--- config.mk ---
export PLATFORM = sky130hd
export DESIGN_NAME = pipe_chain
export DESIGN_NICKNAME = d
export VERILOG_FILES = /design/src/rtl/pipe_chain.sv
export SDC_FILE = /design/constraint.sdc
export NUM_CORES = 1
export LEC_CHECK = 0
export ABC_AREA = 0
export BUFFER_PORTS_ARGS = -buffer_cell sky130_fd_sc_hd__buf_2
export CAP_MARGIN = 20
export CORE_MARGIN = 2
export CORE_UTILIZATION = 25
export CTS_CLUSTER_DIAMETER = 60
export CTS_CLUSTER_SIZE = 12
export DETAILED_ROUTE_END_ITERATION = 16
export PLACE_DENSITY = 0.43
export SLEW_MARGIN = 20
export SYNTH_ARGS = -nofsm -noshare
export SYNTH_HDL_FRONTEND = slang
export SYNTH_SLANG_ARGS = --single-unit
--- constraint.sdc ---
create_clock -name clk -period 2 [get_ports clk]
set_input_delay 0.1 -clock clk [delete_from_list [all_inputs] [get_ports clk]]
set_output_delay 0.1 -clock clk [all_outputs]
set_load 0.02 [all_outputs]
--- src/rtl/pipe_chain.sv ---
// Parametrised pipeline register chain: per-stage valid bits, bubble-collapsing
// backpressure, per-stage flush, and full tap export for hazard/forwarding logic.
module pipe_chain #(
    parameter int WIDTH = 32,
    parameter int DEPTH = 4,
    parameter int CW    = $clog2(DEPTH + 1)
) (
    input  logic                   clk,
    input  logic                   rst_n,
    input  logic                   in_valid,
    input  logic [WIDTH-1:0]       in_data,
    output logic                   in_ready,
    output logic                   out_valid,
    output logic [WIDTH-1:0]       out_data,
    input  logic                   out_ready,
    input  logic [DEPTH-1:0]       flush,
    output logic [DEPTH-1:0]       tap_valid,
    output logic [DEPTH*WIDTH-1:0] tap_data,
    output logic [CW-1:0]          count
);

    // Stage 0 is the output side, stage DEPTH-1 the input side.
    logic [DEPTH-1:0]            v;
    logic [DEPTH-1:0][WIDTH-1:0] d;

    logic [DEPTH-1:0]            ev;
    logic [DEPTH-1:0]            rdy;
    logic [DEPTH-1:0]            src_v;
    logic [DEPTH-1:0][WIDTH-1:0] src_d;
    logic [CW-1:0]               cnt;

    // A flushed item is a bubble in the same cycle it is killed.
    assign ev = v & ~flush;

    // Ready ripples from the output back towards the input.
    always_comb begin
        // NOTE: every always_comb output gets a default first, so no path can infer a latch.
        rdy    = '0;
        rdy[0] = ~ev[0] | out_ready;
        for (int i = 1; i < DEPTH; i++) begin
            rdy[i] = ~ev[i] | rdy[i-1];
        end
    end

    // What each stage would load if it advanced; bubbles always carry zero data.
    always_comb begin
        src_v            = '0;
        src_d            = '0;
        src_v[DEPTH-1]   = in_valid;
        src_d[DEPTH-1]   = in_valid ? in_data : '0;
        for (int i = 0; i < DEPTH - 1; i++) begin
            src_v[i] = ev[i+1];
            src_d[i] = ev[i+1] ? d[i+1] : '0;
        end
    end

    always_ff @(posedge clk or negedge rst_n) begin
        if (!rst_n) begin
            // NOTE: payload registers are reset too, because taps are exported and must read zero.
            v <= '0;
            d <= '0;
        end else begin
            for (int i = 0; i < DEPTH; i++) begin
                // NOTE: non-blocking so every stage samples its neighbour's pre-edge value.
                if (rdy[i]) begin
                    v[i] <= src_v[i];
                    d[i] <= src_d[i];
                end
            end
        end
    end

    always_comb begin
        cnt = '0;
        for (int i = 0; i < DEPTH; i++) begin
            cnt = cnt + CW'(v[i]);
        end
    end

    assign in_ready  = rdy[DEPTH-1];
    assign out_valid = ev[0];
    assign out_data  = d[0];
    assign tap_valid = v;
    assign tap_data  = d;
    assign count     = cnt;

endmodule

# --- Word level (Yosys, flattened, before mapping) ---
# Index checks and enable logic that the tools add are counted.
word_totals:
  reg_bits: 132
  output_inout_bits: 169
  input_bits: 40
  wordCells: 25
op_classes:
  bitwise: 10
  add_sub_neg: 3
  muxes: 4
ops:
  columns: ["operator", "n"]
  rows:
  - ["$mux 32", 4]
  - ["$and 4x4->4", 1]
  - ["$not 1->1", 4]
  - ["$not 4->4", 1]
  - ["$or 1x1->1", 4]
  - ["$add 2x1->3", 1]
  - ["$add 3x1->3", 1]
  - ["$add 1x1->2", 1]

# --- Logic depth before layout (Yosys ltp) ---
# Gate-level depths: netlist (run 1).
logic_depth:
  depth_word: 7
  mapped_depth: 6
  mapped_depth_nobuf: 5

# --- Least setup slack after synthesis (run 1) ---
# No wires, ideal clock.
synth_path:
  path_type: "reg-to-output"
  start: "register v[0], in the netlist tap_valid[0]"
  end: "output port count[1]"
  t_required_ns: 1.900
  arrival_time_ns: 1.641
  setup_slack_ns: 0.259
  stages_incl_launch_ff: 6
  n_path_buf: 0
  cell_sequence: "dfrtp_1 -> inv_1 -> fa_1 -> inv_1 -> ha_1 -> ha_1"
synth_between:
  elab_chain_cells: 3
synth_lines:
  columns: ["item", "line_no", "source"]
  rows:
  - ["start, declared", "23", "logic [DEPTH-1:0] v;"]
  - ["start signal, assigned by index", "66", "v[i] <= src_v[i];"]
  - ["$add 1x1->2", "76", "cnt = cnt + CW'(v[i]);"]
  - ["$add 2x1->3", "76", null]
  - ["$add 3x1->3", "76", null]
  - ["end, declared", "19", "output logic [CW-1:0] count"]
# No other way between the ends.

# --- Worst setup path in the final report (run 1) ---
# Ends and elaborated chain as after synthesis.

==> results of run 1 <==
==> sequential cells by signal (all words and copies together), names as in the netlist <==
register and count:
tap_data 96, out_data 32, tap_valid 4
==> placed cells by master (no fill, tap or decap), drive strengths merged, types with 2 or more instances in the layout <==
cell type    instances
and2                 2
buf                231
clkinv               4
bufinv               3
dfrtp              132
dlygate4sd3         33
clkbuf              24
ha                   2
or2                  3
nand2               96
o21ai               64
a22o                32
inv                 37
mux2i               32
nand3               65
nor2b                3
==> final timing paths <==
path,from,end,slack (ps),cells past startpoint
setup / recovery,tap_valid[0]$_DFFE_PN0P_,count[1],-70,6
hold / removal,flush[3],tap_data[72]$_DFFE_PN0P_,30,4
setup reg to reg,tap_valid[2]$_DFFE_PN0P_,tap_data[68]$_DFFE_PN0P_,220,5
hold reg to reg,out_data[15]$_DFFE_PN0P_,out_data[15]$_DFFE_PN0P_,520,1
max in group asynchronous,rst_n,tap_data[47]$_DFFE_PN0P_,1150,3
min in group asynchronous,rst_n,tap_data[105]$_DFFE_PN0P_,230,2
==> repair_timing <==
action                                  CTS  global route
endpoints found under the setup margin    3             4
hold buffers                             33             0
pin swaps                                 3             0
setup buffers                             5             0
gates resized for setup                  12             4
hold endpoints to repair                 85             0
==> critical path, stage by stage (launching register included) <==
cell and delay [ps]:
dfrtp_1 380, inv_2 60, fa_1 560, inv_2 50, ha_4 160, ha_4 250, buf_6 100
==> Yosys cell counts (all sizes together) (2+ instances only) <==
cell	n	area, um^2
a22o	32	280
and2	2	12.5
buf	57	383
clkbuf	18	71.3
dfrtp	132	3300
ha	2	25.0
inv	37	139
mux2i	32	320
nand2	96	360
nand3	65	338
nor2b	3	18.8
o21ai	64	320
or2	3	18.8
==> power groups by stage <==
| stage | logic (uW) | clock network (uW) | registers (uW) |
|---|---|---|---|
| after floorplan | 126 | 0 | 2890 |
| after global placement | 404 | 0 | 2830 |
| after detailed placement | 410 | 0 | 2840 |
| after CTS | 475 | 3320 | 2790 |
| after global routing | 523 | 3450 | 2800 |
| final | 474 | 3250 | 2790 |
==> kinds of logic after synthesis <==
| group | count (synthesis) | synth area share (%) |
|---|---|---|
| AO/OA/AOI/OAI | 96 | 10.6 |
| AND/OR/NAND/NOR | 174 | 13.9 |
| buffers and inverters | 112 | 10.5 |
| adder cells (fa/ha/maj) | 3 | 0.797 |
| flip-flops | 132 | 58.5 |
| multiplexers | 32 | 5.67 |
==> final cells by class <==
cell class | instances | share of cell area (%)
Multi-Input combinational cell | 305 | 23.1
Clock buffer | 24 | 6.37
Timing Repair Buffer | 264 | 20.8
Clock inverter | 8 | 1.54
Sequential cell | 132 | 42.0
Inverter | 37 | 1.76
Tap cell | 280 | 4.45
==> per-layer routing <==
metal	part of all wire (%)	GRT usage, %	wire, um	vias up
met5	0	0	0	-
met4	3.6	7.10	602	0
met3	4.7	3.31	797	41
met2	45	21.5	7520	160
met1	47	19.5	7870	2213
li1	-	-	-	2236
==> per-stage QoR <==
step                hold WS, ps  power [uW]  instances  util [%]  instance area (um^2)
floorplan                  -196        3010        549         -                  5650
global placement            111        3240        980      31.0                  6820
detailed placement          112        3250        980      31.0                  6820
CTS                        20.0        6590       1050      35.7                  7860
global route               50.1        6770       1050      35.7                  7870
finish                     33.9        6510       1050      35.7                  7870
==> results by group, run 1 <==
Detailed routing
  • Final ANT Viol Nets: 0
  • Vias per cell: 4.43
  • Post-route DRC: 0
  • Vias: 4650
  • Iter 0 DRT Violations: between 200 and 300
  • Wirelength per Cell: 16.0 um
  • Drt first pass iters: 4
  • Post-Route WL: 16800 um

Place
  • Port Buf Inserts: 208
  • DPL Wire Length: 12100 um
  • Gpl congestion: 0.760
  • Worst setup slack after placement: around 260 ps

Pwr
  • Sequential Power Share: 42.8%
  • Switching Share: 22.6%
  • Internal Dissipation: 5040 uW
  • Peak supply drop: 0.478 mV
  • Combinational power share: 7.3%
  • Power density cells: 827 nW/um^2
  • Clock network power share: 49.9%
  • Net Sw Power: about 1500 uW
  • Static Leakage: 0.00430 uW

Logic synthesis
  • Sequential share of the synthesized area: 58.5%
  • Mapped Area: between 5000 and 6000 um^2
  • Ys Warns: 0
  • Syn_area_per_cell: 10.3 um^2
  • FF+latch count, synth: approximately 130
  • Post-synthesis async set-or-reset flop share: between 90% and 100%
  • Number of enable flip-flop cells after synthesis: 0
  • Cell variety after synth: 25
  • Syn Inst Count: around 550
  • Syn_nets: 592
  • Top FF cell, synth: dfrtp_1

Die
  • Die height: 154 um
  • I/O pin count: 209
  • Core area: 22000 um^2
  • Initial Util: between 20% and 30%
  • DIE WIDTH: 154 um
  • Die area: 23800 um^2
  • Cell Rows: 54

Clock tree
  • Root Buffer: clkbuf_16
  • Clock-pin slew on the worst setup and hold paths: 50 ps
  • H-tree Lvls: 4
  • Cts bufs inserted: 17
  • Clk Latency, worst-skew pair: 420 ps
  • CTS tree: built
  • CTS Buffer Depth: 2
  • CTS Sinks: 132

STA
  • RSZ-0062 raised after global routing: yes
  • Slew @ Worst Pin: 598 ps
  • Final Max Tran Viols: 0
  • Setup ws final: -69.6 ps
  • Final hold violations: 0
  • Max Clock Freq: 483 MHz
  • Setup TNS: -69.6 ps
  • Final setup vio count: 1
  • Minimum clock period: 2070 ps
  • Relative slew slack: 60.2%
  • Clk_skew: 10.3 ps
  • Fin crit share: 103%

Layout
  • FF+latch area: about 3300 um^2
  • Nets: 800
  • Multi-input combinational cell area: 1820 um^2
  • Fillers: 2245
  • Layout area overhead: 39.4%
  • Ant. Diodes: 0
  • Share of layout cells above drive strength 1: between 30% and 40%

Setup path
  • CP Capture Type: output pin
  • CP Launch Type: register
  • WS Path Type: reg -> out
  • Req. time, crit path: 1900 ps
  • Worst-path fanout max: 3
  • Worst path arrival time: around 2000 ps

Global route
  • Number of antenna violations at the first check in global routing: 0
  • Overflow after GRT: 0
  • Total GRT Usage: between 10% and 20%
  • First-pass GRT wire length: about 27000 um
  • Largest net degree at the start of global routing: 65
  • Number of global-route vias before repair: about 4700

Run status
  • Status: complete, but fails checks
  • Failing checks: setup timing

Min path
  • Type of the most critical hold path: in -> reg

Flow run
  • Maxcap violations: 0
Power figures use the tool's default switching activity.
==> run 2, diff against run 1 <==
--- a/config.mk
+++ b/config.mk
@@ -9,11 +9,11 @@
 export BUFFER_PORTS_ARGS = -buffer_cell sky130_fd_sc_hd__buf_2
 export CAP_MARGIN = 20
 export CORE_MARGIN = 2
-export CORE_UTILIZATION = 25
+export CORE_UTILIZATION = 53
 export CTS_CLUSTER_DIAMETER = 60
 export CTS_CLUSTER_SIZE = 12
 export DETAILED_ROUTE_END_ITERATION = 16
-export PLACE_DENSITY = 0.43
+export PLACE_DENSITY = 0.82
 export SLEW_MARGIN = 20
 export SYNTH_ARGS = -nofsm -noshare
 export SYNTH_HDL_FRONTEND = slang
==> run 2 against run 1 <==
Net effect:
- register-to-register slack worse by 110 ps
- the flow still finishes with violations (setup timing)
- cell count fell by 13%
- setup slack got worse by 100 ps
==> results by group, run 2 (same netlist as run 1, synthesis figures left out) <==
Detailed routing
  • Vias per cell: 5.32 (+20%)
  • Drt first pass iters: 4 (unchanged)
  • Post-Route WL: 15600 um (-7.0%)
  • Post-route DRC: 0 (unchanged)
  • Iter 0 DRT Violations: 376 (+44%)
  • Final ANT Viol Nets: 0 (unchanged)
  • Wirelength per Cell: 17.1 um (+7.2%)
  • Vias: 4850 (+4.3%)

Place
  • Placed instance area: 6600 um^2 (-3.3%)
  • Port Buf Inserts: 208 (unchanged)
  • DPL Wire Length: 9830 um (-19%)
  • Gpl congestion: 0.874 (+15%)

Global route
  • Number of antenna violations at the first check in global routing: 1 (+1)
  • First-pass GRT wire length: 24200 um (-9.2%)
  • Number of global-route vias before repair: 4486 (-3.7%)
  • Overflow after GRT: 0 (unchanged)
  • Total GRT Usage: 27.7% (+13 points)
  • Largest net degree at the start of global routing: 51 (-22%)

Layout
  • Layout area overhead: 36.4%
  • Commonest cells after routing, fill and taps aside: 204 x buf_2, 132 x dfrtp_1, 96 x nand2_1
  • Most common cell after layout, fill and taps aside: buf_2
  • Final core utilization: 74.6% (+39 points)
  • Final instance area: 7700 um^2 (-2.2%)
  • Fillers: 698 (-69%)
  • Max reg flops: 96 (unchanged)
  • Nets: 804 (+0.50%)
  • Share of layout cells above drive strength 1: 36.4% (+0.46 points)

Die
  • Initial Util: 54.7% (+29 points)
  • DIE WIDTH: 107 um (-31%)
  • Die height: 107 um (-31%)
  • I/O pin count: 209 (unchanged)
  • Cell Rows: 37 (-31%)
  • Core area: 10300 um^2 (-53%)
  • Die area: 11500 um^2 (-52%)

STA
  • Max Clock Freq: 461 MHz (-4.6%)
  • Final hold violations: 0 (unchanged)
  • Final setup vio count: 3 (+2)
  • Relative slew slack: 61.8% (+1.6 points)
  • Minimum clock period: 2170 ps (+99.5 ps)
  • Slew @ Worst Pin: 573 ps (-24.3 ps)
  • Setup ws final: -169 ps (-99.5 ps)
  • Fin crit share: 108% (+5.0 points)
  • Final Max Tran Viols: 0 (unchanged)
  • RSZ-0062 raised after global routing: yes
  • Clk_skew: 8.49 ps (-1.79 ps)

Flow run
  • Maxcap violations: 0 (unchanged)

Clock tree
  • CTS tree: built
  • Clk Latency, worst-skew pair: 530 ps (+110 ps)
  • Root Buffer: clkbuf_8
  • CTS Buffer Depth: 2 (unchanged)
  • Clock-pin slew on the worst setup and hold paths: 60 ps (about the same)
  • CTS Sinks: 132 (unchanged)
  • Cts bufs inserted: 17 (unchanged)
  • H-tree Lvls: 4 (unchanged)

Setup path
  • CP max stage cell: fa_1
  • Critical path cell sequence: inv_2 -> fa_1 -> inv_2 -> ha_4 -> ha_4 -> buf_6
  • Worst path arrival time: 2070 ps (+100 ps)
  • Req. time, crit path: 1900 ps (about the same)
  • WS Path Type: reg -> out
  • CP Launch Type: register
  • Critical path's top delay family: adder cells
  • Worst-path fanout max: 3 (unchanged)
  • Critical path's largest stage delay: 530 ps (-30 ps)
  • Critical path buffers and inverters: 3 (unchanged)
  • CP Capture Type: output pin

Pwr
  • Peak supply drop: 0.448 mV (-6.1%)
  • Power density cells: 810 nW/um^2 (-2.0%)
  • Static Leakage: 0.00430 uW (+0.11%)

Run status
  • Failing checks: setup timing
  • Status: complete, but fails checks

Min path
  • Type of the most critical hold path: in -> async
-- run 2: cell types whose count changed in the layout (fill, tap and decap cells not counted), sizes merged --
cell	previous run	this run
buf	231	232
bufbuf	0	1
clkinvlp	1	3
clkbuf	24	20
diode	0	1
dlygate4sd3	33	34
bufinv	3	2
clkinv	4	8
-- run 2: worst paths after layout --
path	cells past startpoint	startpoint	slack, ps	end
worst max-delay path	6	tap_valid[1]$_DFFE_PN0P_	-170	count[1]
worst min-delay path	2	rst_n	70	tap_data[101]$_DFFE_PN0P_
worst max register to register	6	tap_valid[0]$_DFFE_PN0P_	110	tap_data[54]$_DFFE_PN0P_
worst min register to register	1	out_data[8]$_DFFE_PN0P_	520	out_data[8]$_DFFE_PN0P_
max in group asynchronous	3	rst_n	1310	tap_data[58]$_DFFE_PN0P_
min in group clk	3	in_valid	90	tap_data[110]$_DFFE_PN0P_
-- run 2: timing repair --
action / CTS / global route
hold endpoints to repair: 172 / 0
setup endpoints to repair: 4 / 4
hold buffers: 34 / 0
cloned: 1 / 1
pin swaps: 3 / 0
buffers inserted: 8 / 1
resized for setup: 16 / 1
-- run 2: routing by layer --
layer	share of wire [%]	routed length [um]	vias to the layer above	GRT usage, %
met5	0	0	-	0
met4	3.5	554	0	14.4
met3	6.3	977	41	7.66
met2	50	7740	226	42.2
met1	41	6340	2353	36.2
li1	-	-	2230	-
-- run 2: report_power, final --
group | total, uW | internal (uW) | switching [uW]
Sequential | 2780 | 2730 | 55.2
Clock | 2970 | 1830 | 1140
Combinational | 484 | 193 | 291
Total | 6240 | 4750 | 1490
-- run 2: metrics by stage --
step           setup slack, ps  setup TNS [ps]  total power, uW  hold WS [ps]  std cells
2_1_floorplan              259               0             3010          -196        549
3_3_place_gp               308               0             3210          50.8        833
3_5_place_dp               275               0             3230          57.1        833
4_1_cts                   -168            -271             6260          62.7        908
5_1_grt                   -241            -477             6470           104        911
6_report                  -169            -268             6240          66.7        911
-- run 2: final cells by class --
type / instances / area (um^2) / area share (%)
Tap cell: 136 / 170 / 2.21
Inverter: 37 / 139 / 1.80
Clock buffer: 19 / 442 / 5.74
Sequential cell: 132 / 3300 / 42.9
Antenna cell: 1 / 2.50 / 0.0325
Clock inverter: 13 / 134 / 1.74
Multi-Input combinational cell: 305 / 1820 / 23.6
Timing Repair Buffer: 268 / 1690 / 22.0
==> run 3, diff against run 2 <==
--- a/config.mk
+++ b/config.mk
@@ -6,14 +6,15 @@
 export NUM_CORES = 1
 export LEC_CHECK = 0
 export ABC_AREA = 0
-export BUFFER_PORTS_ARGS = -buffer_cell sky130_fd_sc_hd__buf_2
 export CAP_MARGIN = 20
 export CORE_MARGIN = 2
-export CORE_UTILIZATION = 53
+export CORE_UTILIZATION = 57
 export CTS_CLUSTER_DIAMETER = 60
 export CTS_CLUSTER_SIZE = 12
 export DETAILED_ROUTE_END_ITERATION = 16
-export PLACE_DENSITY = 0.82
+export DONT_BUFFER_PORTS = 1
+export MAX_ROUTING_LAYER = met4
+export PLACE_DENSITY = 0.72
 export SLEW_MARGIN = 20
 export SYNTH_ARGS = -nofsm -noshare
 export SYNTH_HDL_FRONTEND = slang
==> constraint.sdc (replaced) <==
create_clock -name clk -period 1.93 [get_ports clk]
set_input_delay 0.0965 -clock clk [delete_from_list [all_inputs] [get_ports clk]]
set_output_delay 0.0965 -clock clk [all_outputs]
set_load 0.02 [all_outputs]
==> run 3 against run 2 <==
Net effect:
- combinational power down 46%
- flip-flop and latch count unchanged
- worst hold slack worse by 790 ps
- register-to-register slack better by 50 ps
- sequential power up 7%
- cell area down 12%
- the run ends with hold timing, setup timing left
- first-iteration DRC count down 18%
- die area down 6.8%
- cell count down 21%
- utilization down 4.6 points
==> results by group, run 3 (same netlist as run 1, synthesis figures left out) <==
Layout
  • Layout area overhead: 20.0%
  • Ant. Diodes: 0 (-1)
  • Share of layout cells above drive strength 1: 14.6% (-22 points)
  • Final instance area: 6780 um^2 (-12%)
  • Fillers: 700 (+0.29%)
  • Most common cell after layout, fill and taps aside: dfrtp_1
  • Final core utilization: 70.0% (-4.6 points)
  • Final Non-Filler Cells: 717 (-21%)
  • Nets: 615 (-24%)
  • Max reg flops: 96 (unchanged)
  • Commonest cells after routing, fill and taps aside: 132 x dfrtp_1, 96 x nand2_1, 64 x nand3_1

Pwr
  • Power density cells: 924 nW/um^2 (+14%)
  • Static Leakage: 0.00332 uW (-23%)
  • Peak supply drop: 0.464 mV (+3.6%)

Global route
  • Total GRT Usage: 26.2% (-1.5 points)
  • First-pass GRT wire length: 21500 um (-11%)
  • Number of antenna violations at the first check in global routing: 0 (-1)
  • Number of global-route vias before repair: 3908 (-13%)
  • Largest net degree at the start of global routing: 133 (+160%)
  • Overflow after GRT: 0 (unchanged)

STA
  • Minimum clock period: 2060 ps
  • Fin crit share: 107%
  • Final hold violations: 132 (+132)
  • Relative slew slack: 62.7% (+0.91 points)
  • RSZ-0062 raised after global routing: yes
  • Max Clock Freq: 485 MHz
  • Slew @ Worst Pin: 560 ps (-13.7 ps)
  • Clk_skew: 7.66 ps (-0.829 ps)
  • Final setup vio count: 2 (-1)
  • Final Max Tran Viols: 0 (unchanged)
  • Setup ws final: -132 ps (+37.4 ps)
  • Worst hold margin: -722 ps (-789 ps)

Clock tree
  • Root Buffer: clkbuf_8
  • Clock-pin slew on the worst setup and hold paths: 60 ps (about the same)
  • H-tree Lvls: 4 (unchanged)
  • Cts bufs inserted: 17 (unchanged)
  • Clk Latency, worst-skew pair: 510 ps (-20 ps)
  • CTS Sinks: 132 (unchanged)
  • Hold_buf cts: 39 (+15%)
  • CTS Buffer Depth: 2 (unchanged)
  • CTS tree: built

Setup path
  • Req. time, crit path: 1830 ps (-70 ps)
  • WS Path Type: reg -> out
  • CP Launch Type: register
  • Critical path cell sequence: inv_2 -> fa_1 -> inv_2 -> ha_4 -> ha_4
  • Critical path's largest stage delay: 540 ps (about the same)
  • Worst path arrival time: 1970 ps (-100 ps)
  • CP Capture Type: output pin
  • Worst-path fanout max: 2 (-1)
  • Critical path's top delay family: adder cells
  • Critical path buffers and inverters: 2 (-1)
  • CP max stage cell: fa_1

Detailed routing
  • Drt first pass iters: 5 (+1)
  • Final ANT Viol Nets: 0 (unchanged)
  • Vias per cell: 5.68 (+6.6%)
  • Vias: 4069 (-16%)
  • Post-route DRC: 0 (unchanged)
  • Wirelength per Cell: 19.2 um (+12%)
  • Iter 0 DRT Violations: 310 (-18%)
  • Post-Route WL: 13800 um (-12%)

Place
  • DPL Wire Length: 8750 um (-11%)
  • Placed cells: 628 (-25%)
  • Gpl congestion: 0.884 (+1.2%)
  • Port Buf Inserts: 0 (-100%)
  • Placed instance area: 5590 um^2 (-15%)

Die
  • Cell Rows: 36 (-2.7%)
  • Initial Util: 58.3% (+3.6 points)
  • Die height: 104 um (-3.4%)
  • Die area: 10700 um^2 (-6.8%)
  • Core area: 9680 um^2 (-6.2%)
  • I/O pin count: 209 (unchanged)
  • DIE WIDTH: 104 um (-3.4%)

Run status
  • Status: complete, but fails checks
  • Failing checks: hold timing, setup timing

Flow run
  • Maxcap violations: 0 (unchanged)

Min path
  • Type of the most critical hold path: in -> async
run 3: cell types whose count changed in the layout (fill, tap and decap cells not counted), moves of 2 or more:
cell / delta
clkinv_4: -2
buf_4: +11
dlygate4sd3_1: +4
buf_6: -2
buf_2: -203
clkbuf_1: +2
run 3: through the flow:
| step | power [uW] | setup slack [ps] | setup TNS, ps |
|---|---|---|---|
| 3_5_place_dp | 3180 | 250 | 0 |
| 5_1_grt | 6470 | -195 | -320 |
| 2_1_floorplan | 3120 | 193 | 0 |
| 4_1_cts | 6300 | -140 | -167 |
| 6_report | 6270 | -132 | -152 |
| 3_3_place_gp | 3170 | 284 | 0 |
run 3: what timing repair did:
action,in CTS,in global routing
endpoints found under the setup margin,4,6
cloned,0,2
resized for setup,10,4
hold endpoints to repair,215,132
pin swaps,3,0
buffers inserted,5,13
run 3: power by group:
| group | switching (uW) | total (uW) | internal (uW) |
|---|---|---|---|
| clock | 1110 | 3040 | 1920 |
| combinational | 133 | 260 | 127 |
| sequential | 140 | 2970 | 2830 |
run 3: final timing paths:
kind / end / cells after the start / slack (ps) / from
max: count[1] / 5 / -130 / tap_valid[0]$_DFFE_PN0P_
min: tap_data[101]$_DFFE_PN0P_ / 0 / -720 / rst_n
max in group asynchronous: tap_data[53]$_DFFE_PN0P_ / 0 / 2500 / rst_n
min reg2reg: tap_data[116]$_DFFE_PN0P_ / 2 / 650 / tap_data[116]$_DFFE_PN0P_
min in group clk: tap_data[111]$_DFFE_PN0P_ / 5 / 40 / flush[2]
max reg2reg: tap_data[81]$_DFFE_PN0P_ / 7 / 160 / tap_valid[0]$_DFFE_PN0P_
run 3: layout make-up:
cell class              count  area, um^2  area share (%)
flip-flops and latches    132        3300            48.7
multi-input cells         305        1820            26.8
repair buffers             79         786            11.6
clock buffers              22         463            6.83
well taps                 133         166            2.46
inverters                  37         139            2.05
clock inverters             9         104            1.53
run 3: layer usage:
metal  wire, um  vias up  GRT usage, %
met2       6410      200          37.3
met5          0        -             -
met1       6100     1989          35.4
met4        316        0          10.8
li1           -     1853             -
met3        979       27          7.93
